===== src/rtl/mak_mutex_pkg.sv =====
// mak_mutex_pkg: shared types and widths for the hardware mutex controller.
//   mutex_op_e     - request opcode (LOCK/TRYLOCK/UNLOCK/CANCEL)
//   mutex_status_e - response code returned to the requesting task
//   mutex_state_e  - controller FSM state
package mak_mutex_pkg;

    localparam int TASK_ID_W  = 3;
    localparam int MUTEX_ID_W = 4;
    localparam int PRIO_W     = 4;

    typedef enum logic [1:0] {
        OP_LOCK    = 2'd0,
        OP_TRYLOCK = 2'd1,
        OP_UNLOCK  = 2'd2,
        OP_CANCEL  = 2'd3
    } mutex_op_e;

    typedef enum logic [2:0] {
        ST_OK                  = 3'd0,
        ST_QUEUED              = 3'd1,
        ST_BUSY                = 3'd2,
        ST_ERR_NOT_OWNER       = 3'd3,
        ST_ERR_RECURSIVE       = 3'd4,
        ST_ERR_NOT_WAITING     = 3'd5,
        ST_ERR_ALREADY_WAITING = 3'd6
    } mutex_status_e;

    typedef enum logic [1:0] {
        S_IDLE    = 2'd0,
        S_EXEC    = 2'd1,
        S_HANDOFF = 2'd2
    } mutex_state_e;

endpackage


===== src/rtl/mutex_waiter_select.sv =====
// mutex_waiter_select: combinational pick of the highest-priority waiter.
//   i_waiters - waiter bitmap of one mutex (bit per task)
//   i_prio    - base priority per task, higher value wins
//   o_winner  - selected task ID (lowest ID on equal priority)
//   o_valid   - at least one waiter present
module mutex_waiter_select
    import mak_mutex_pkg::*;
#(
    parameter int TASK_COUNT = 8
) (
    input  logic [TASK_COUNT-1:0]             i_waiters,
    input  logic [TASK_COUNT-1:0][PRIO_W-1:0] i_prio,
    output logic [TASK_ID_W-1:0]              o_winner,
    output logic                              o_valid
);

    logic [PRIO_W-1:0] w_best;

    // Ascending scan with a strict '>' keeps the lowest ID on ties.
    always_comb begin
        o_winner = '0;
        o_valid  = 1'b0;
        w_best   = '0;
        for (int t = 0; t < TASK_COUNT; t++) begin
            if (i_waiters[t] && (!o_valid || (i_prio[t] > w_best))) begin
                o_valid  = 1'b1;
                w_best   = i_prio[t];
                o_winner = TASK_ID_W'(t);
            end
        end
    end

endmodule


===== src/rtl/hw_mutex_ctrl.sv =====
// hw_mutex_ctrl: serialises lock/trylock/unlock/cancel requests and keeps
// per-mutex lock flag, owner and waiter bitmap. An unlock with waiters hands
// ownership straight to the best waiter so the mutex never reads free.
//   i_clk/i_rst                 - clock, synchronous active-high reset
//   i_req_*/o_req_ready         - request channel (accepted only in IDLE)
//   i_task_priority             - per-task base priority
//   o_rsp_*                     - one-cycle response pulse
//   o_grant_*                   - one-cycle handoff pulse
//   o_mutex_locked/_owner, o_task_waiting_for_mutex - live status
module hw_mutex_ctrl
    import mak_mutex_pkg::*;
#(
    parameter int TASK_COUNT  = 8,
    parameter int MUTEX_COUNT = 16
) (
    input  logic                                  i_clk,
    input  logic                                  i_rst,
    input  logic                                  i_req_valid,
    output logic                                  o_req_ready,
    input  logic [1:0]                            i_req_op,
    input  logic [TASK_ID_W-1:0]                  i_req_task,
    input  logic [MUTEX_ID_W-1:0]                 i_req_mutex,
    input  logic [TASK_COUNT-1:0][PRIO_W-1:0]     i_task_priority,
    output logic                                  o_rsp_valid,
    output logic [2:0]                            o_rsp_status,
    output logic [TASK_ID_W-1:0]                  o_rsp_task,
    output logic                                  o_grant_valid,
    output logic [TASK_ID_W-1:0]                  o_grant_task,
    output logic [MUTEX_ID_W-1:0]                 o_grant_mutex,
    output logic [MUTEX_COUNT-1:0]                o_mutex_locked,
    output logic [MUTEX_COUNT-1:0][TASK_ID_W-1:0] o_mutex_owner,
    output logic [MUTEX_COUNT-1:0][TASK_COUNT-1:0] o_task_waiting_for_mutex
);

    mutex_state_e                          r_state, w_next;
    mutex_op_e                             r_op;
    logic [TASK_ID_W-1:0]                  r_task;
    logic [MUTEX_ID_W-1:0]                 r_mutex;
    logic [MUTEX_COUNT-1:0]                r_locked;
    logic [MUTEX_COUNT-1:0][TASK_ID_W-1:0] r_owner;
    logic [MUTEX_COUNT-1:0][TASK_COUNT-1:0] r_wait;
    logic                                  r_rsp_valid;
    mutex_status_e                         r_rsp_status;
    logic [TASK_ID_W-1:0]                  r_rsp_task;
    logic                                  r_grant_valid;
    logic [TASK_ID_W-1:0]                  r_grant_task;
    logic [MUTEX_ID_W-1:0]                 r_grant_mutex;

    logic                                  w_cur_locked, w_is_owner, w_task_waiting;
    logic                                  w_my_wait, w_has_waiters;
    logic                                  w_set_lock, w_set_wait, w_clr_wait, w_release, w_go_handoff;
    mutex_status_e                         w_status;
    logic [TASK_ID_W-1:0]                  w_sel_task;
    logic                                  w_sel_valid;

    mutex_waiter_select #(.TASK_COUNT(TASK_COUNT)) u_sel (
        .i_waiters (r_wait[r_mutex]),
        .i_prio    (i_task_priority),
        .o_winner  (w_sel_task),
        .o_valid   (w_sel_valid)
    );

    assign w_cur_locked  = r_locked[r_mutex];
    assign w_is_owner    = w_cur_locked && (r_owner[r_mutex] == r_task);
    assign w_my_wait     = r_wait[r_mutex][r_task];
    assign w_has_waiters = |r_wait[r_mutex];

    always_comb begin
        w_task_waiting = 1'b0;
        for (int m = 0; m < MUTEX_COUNT; m++)
            w_task_waiting = w_task_waiting | r_wait[m][r_task];
    end

    // Decode of the latched request against current state (used in EXEC).
    // A task that is already blocked on some mutex cannot issue a new lock,
    // so that check comes before the free/held evaluation.
    always_comb begin
        w_status     = ST_OK;
        w_set_lock   = 1'b0;
        w_set_wait   = 1'b0;
        w_clr_wait   = 1'b0;
        w_release    = 1'b0;
        w_go_handoff = 1'b0;
        case (r_op)
            OP_LOCK, OP_TRYLOCK: begin
                if (w_task_waiting)          w_status = ST_ERR_ALREADY_WAITING;
                else if (!w_cur_locked)      w_set_lock = 1'b1;
                else if (w_is_owner)         w_status = ST_ERR_RECURSIVE;
                else if (r_op == OP_LOCK) begin
                    w_status   = ST_QUEUED;
                    w_set_wait = 1'b1;
                end else                     w_status = ST_BUSY;
            end
            OP_UNLOCK: begin
                if (!w_is_owner)             w_status = ST_ERR_NOT_OWNER;
                else if (w_has_waiters)      w_go_handoff = 1'b1;
                else                         w_release = 1'b1;
            end
            default: begin
                if (w_my_wait)               w_clr_wait = 1'b1;
                else                         w_status = ST_ERR_NOT_WAITING;
            end
        endcase
    end

    always_comb begin
        w_next = r_state;
        case (r_state)
            S_IDLE:    if (i_req_valid) w_next = S_EXEC;
            S_EXEC:    w_next = w_go_handoff ? S_HANDOFF : S_IDLE;
            S_HANDOFF: w_next = S_IDLE;
            default:   w_next = S_IDLE;
        endcase
    end

    always_ff @(posedge i_clk) begin
        if (i_rst) r_state <= S_IDLE;
        else       r_state <= w_next;
    end

    always_ff @(posedge i_clk) begin
        if (i_rst) begin
            r_op          <= OP_LOCK;
            r_task        <= '0;
            r_mutex       <= '0;
            r_locked      <= '0;
            r_owner       <= '0;
            r_wait        <= '0;
            r_rsp_valid   <= 1'b0;
            r_rsp_status  <= ST_OK;
            r_rsp_task    <= '0;
            r_grant_valid <= 1'b0;
            r_grant_task  <= '0;
            r_grant_mutex <= '0;
        end else begin
            r_rsp_valid   <= 1'b0;
            r_grant_valid <= 1'b0;
            case (r_state)
                S_IDLE: if (i_req_valid) begin
                    r_op    <= mutex_op_e'(i_req_op);
                    r_task  <= i_req_task;
                    r_mutex <= i_req_mutex;
                end
                S_EXEC: begin
                    r_rsp_valid  <= 1'b1;
                    r_rsp_status <= w_status;
                    r_rsp_task   <= r_task;
                    if (w_set_lock) begin
                        r_locked[r_mutex] <= 1'b1;
                        r_owner[r_mutex]  <= r_task;
                    end
                    if (w_set_wait) r_wait[r_mutex][r_task] <= 1'b1;
                    if (w_clr_wait) r_wait[r_mutex][r_task] <= 1'b0;
                    // Owner field is left stale on a plain release.
                    if (w_release)  r_locked[r_mutex] <= 1'b0;
                end
                S_HANDOFF: if (w_sel_valid) begin
                    r_owner[r_mutex]            <= w_sel_task;
                    r_wait[r_mutex][w_sel_task] <= 1'b0;
                    r_grant_valid               <= 1'b1;
                    r_grant_task                <= w_sel_task;
                    r_grant_mutex               <= r_mutex;
                end
                default: ;
            endcase
        end
    end

    assign o_req_ready              = (r_state == S_IDLE);
    assign o_rsp_valid              = r_rsp_valid;
    assign o_rsp_status             = r_rsp_status;
    assign o_rsp_task               = r_rsp_task;
    assign o_grant_valid            = r_grant_valid;
    assign o_grant_task             = r_grant_task;
    assign o_grant_mutex            = r_grant_mutex;
    assign o_mutex_locked           = r_locked;
    assign o_mutex_owner            = r_owner;
    assign o_task_waiting_for_mutex = r_wait;

endmodule

===== config.mk =====
export PLATFORM = sky130hd
export DESIGN_NAME = hw_mutex_ctrl
export DESIGN_NICKNAME = d
export VERILOG_FILES = /design/src/rtl/mak_mutex_pkg.sv /design/src/rtl/mutex_waiter_select.sv /design/src/rtl/hw_mutex_ctrl.sv
export SDC_FILE = /design/constraint.sdc
export NUM_CORES = 1
export LEC_CHECK = 0
export BUFFER_PORTS_ARGS = -buffer_cell sky130_fd_sc_hd__buf_2
export CAP_MARGIN = 0
export CORE_UTILIZATION = 63
export CTS_BUF_LIST = sky130_fd_sc_hd__clkbuf_2
export CTS_CLUSTER_DIAMETER = 80
export DETAILED_ROUTE_END_ITERATION = 16
export HOLD_SLACK_MARGIN = 0.03
export PLACE_DENSITY = 0.89
export SLEW_MARGIN = 20
export SYNTH_ARGS = -nofsm -noshare
export SYNTH_HDL_FRONTEND = slang
export SYNTH_SLANG_ARGS = --single-unit

===== constraint.sdc =====
create_clock -name i_clk -period 29.4 [get_ports i_clk]
set_input_delay 2.94 -clock i_clk [delete_from_list [all_inputs] [get_ports i_clk]]
set_output_delay 2.94 -clock i_clk [all_outputs]
set_load 0.02 [all_outputs]

==> flow_metrics.env <==
export IMPL_outcome="completed"
export IMPL_grt_pass1_wl_mm=81.4
export IMPL_syn_nets=1671
export IMPL_critPathRequiredTime_ns=30.16
export IMPL_start_util=0.647
export IMPL_worstMarginPinSlew_ns=1.23
export IMPL_max_freq_mhz=64.5
export IMPL_crit_family="compound AO/OA/AOI/OAI gates"
export IMPL_cts_root_buf="clkbuf_2"
export IMPL_dpl_hpwl_mm=37.6
export IMPL_worstPathArrival_ns=16.25
export IMPL_critPathLaunch="r_mutex[2]"
export IMPL_grt_pass1_vias=14000
export IMPL_dieArea_um2=22300
export IMPL_endpoint_kind="flip-flop"
export IMPL_grt_overflow=0
export IMPL_cpMostUsedCell="o21a_1"
export IMPL_first_pass_iters=7
export IMPL_port_buffers=251
export IMPL_cts_setup_buffers=0
export IMPL_synth_area_um2=13700
export IMPL_syn_inst=1599
export IMPL_holdCritPathClass="reg -> reg"
export IMPL_fin_crit_sh=0.527
export IMPL_final_fill_count=1602
export IMPL_clockBufferDepth=3
export IMPL_design_core_area_um2=21200
export IMPL_hold_viol=0
export IMPL_fp_dieH_um=149
export IMPL_critPathMaxFanout=27
export IMPL_maxCapViolCount=0
export IMPL_tns_ns=0
export IMPL_vdd_drop_max_uv=47.1
export IMPL_yosysUniqueCellTypes=86
export IMPL_grt_use_total=0.482
export IMPL_die_w_um=149
export IMPL_ys_seq_area_frac=0.319
export IMPL_slew_headroom=0.180
export IMPL_syn2layout_area_growth_pct=13.7
export IMPL_grt_max_degree=106
export IMPL_clk_latency_ns=0.93
export IMPL_htreeDepth=2
export IMPL_placed_cells=2019
export IMPL_wl_per_cell_um=25.9
export IMPL_ys_seq_elements=218
export IMPL_hold_buffers=0
export IMPL_setup_viol=0
export IMPL_gp_congestion=1.03
export IMPL_cts_resized=0
export IMPL_wl_mm=55.0
export IMPL_synth_ff_type="dfxtp_1"
export IMPL_drive_gt1_frac=0.260
export IMPL_critPathMaxStageDelay_ns=0.80
export IMPL_drt_initial_drc_count=2242
export IMPL_finalPower_w=0.000631
export IMPL_reg2reg_from="r_mutex[2]"
export IMPL_multiInputGateArea_um2=8760
export IMPL_critical_path_startpoint_type="flip-flop"
export IMPL_drv_slew=0
export IMPL_powerDensity_nw_per_um2=40.5
export IMPL_stdcell_count=2123
export IMPL_detail_route_antenna_nets=0
export IMPL_cts_sinks=218
export IMPL_synth_edf_count=0
export IMPL_final_cell_mix="buf_2, dfxtp_1, a21oi_1, nand2_1, nor2_1"
export IMPL_row_count=53
export IMPL_synth_top_area_share=0.319
export IMPL_yosysWarnings=0
export IMPL_drc=0
export IMPL_worstSetupPathType="reg -> reg"
export IMPL_hold_path_startpoint="o_grant_mutex[0]"
export IMPL_regArea_um2=4370
export IMPL_rsz0062_at_grt="no"
export IMPL_worst_path_buf_inv=2
export IMPL_clk_pin_slew_worst_paths_ns=0.11
export IMPL_antenna_found_initial=4
export IMPL_yosys_area_top_type="dfxtp_1"
export IMPL_nets=1874
export IMPL_tritoncts="yes"
export IMPL_syn_avg_cell_area_um2=8.56
export IMPL_clock_skew_final_ns=0.111
export IMPL_pin_count=252
export IMPL_vias=15400
export IMPL_leakagePower_nw=6.38
export IMPL_synth_area_leaders="dfxtp_1, mux4_2, a21oi_1, mux2i_1, nand2_1"
export IMPL_viasPerCell=7.25
export IMPL_layout_commonest_cell="buf_2"
export IMPL_async_reset_ff_frac=0
export IMPL_cp_slowest_cell="nand4b_1"
export IMPL_period_needed_ns=15.50
export IMPL_cts_inserted_buffers=56
metal layers:
layer  wire length (um)  up-vias  global-route usage
met5                 27        -                   0
met4               3330        4               0.281
met3               9260      305               0.168
met2              23000     1439               0.691
met1              19300     7094               0.623
li1                   -     6551                   -
registers in the layout (all words and copies together), names as in the netlist, named ones only:
register and count:
r_task 3, o_mutex_locked 15, r_mutex 4, o_mutex_owner 48, o_rsp_valid 1, r_state 2, o_grant_task 3, o_rsp_task 3
o_grant_mutex 4, o_grant_valid 1, o_rsp_status 3, o_task_waiting_for_mutex 128, r_op 2
where the power goes:
group	switching [W]	internal (W)	total [W]
combinational	0.0000750	0.0000373	0.000112
sequential	0.00000360	0.000297	0.000300
clock	0.000136	0.0000817	0.000218
synth_stat cells, types with 26 or more instances:
master and number:
o211ai_1 61, a21o_1 45, a22o_1 34, mux2i_1 48
clkbuf_1 79, a31oi_1 28, o21ai_0 72, nor2_1 120
nand2_1 123, ha_1 28, dfxtp_1 218, a21oi_1 139
a211oi_1 50, nor2b_1 40, buf_2 41, nor3_1 26
o21a_1 36, nand2b_1 27, nand3_1 32, mux4_2 42
area by class of cell:
cell class	instances	area share
multi-input cells	1227	0.563
flip-flops and latches	218	0.281
repair buffers	282	0.0959
clock buffers	78	0.0251
well taps	275	0.0221
clock inverters	24	0.00829
inverters	17	0.00410
diodes	2	0.000322
worst min-delay path, delay by kind of cell, from the launching register on:
family           cells  cell delay, ns
AO/OA/AOI/OAI        1            0.05
AND/OR/NAND/NOR      1            0.05
flip-flops           1            0.32
final timing paths:
check,end,slack [ns],depth (start not counted)
worst max-delay path,o_task_waiting_for_mutex[123],13.90,63
worst min-delay path,o_grant_mutex[0],0.46,2
worst max register to register,o_task_waiting_for_mutex[123],13.90,63
worst min register to register,o_grant_mutex[0],0.46,2
cell families after synthesis:
kind of cell             after synthesis  share of synthesized area
flip-flops                           218                      0.319
buffers and inverters                154                     0.0504
XOR/XNOR                               5                    0.00320
AO/OA/AOI/OAI                        621                      0.314
multiplexers                          97                      0.110
AND/OR/NAND/NOR                      476                      0.178
adder cells (fa/ha/maj)               28                     0.0256
per-stage QoR:
step / setup slack, ns / util / area, um^2 / hold slack, ns
2_1_floorplan: 15.15 / - / 13700 / 0.491
3_3_place_gp: 13.79 / 0.709 / 15000 / 0.443
3_5_place_dp: 13.36 / 0.710 / 15000 / 0.446
4_1_cts: 14.24 / 0.734 / 15500 / 0.459
5_1_grt: 13.08 / 0.735 / 15600 / 0.490
6_report: 13.90 / 0.735 / 15600 / 0.455
Power figures use the tool's default switching activity.
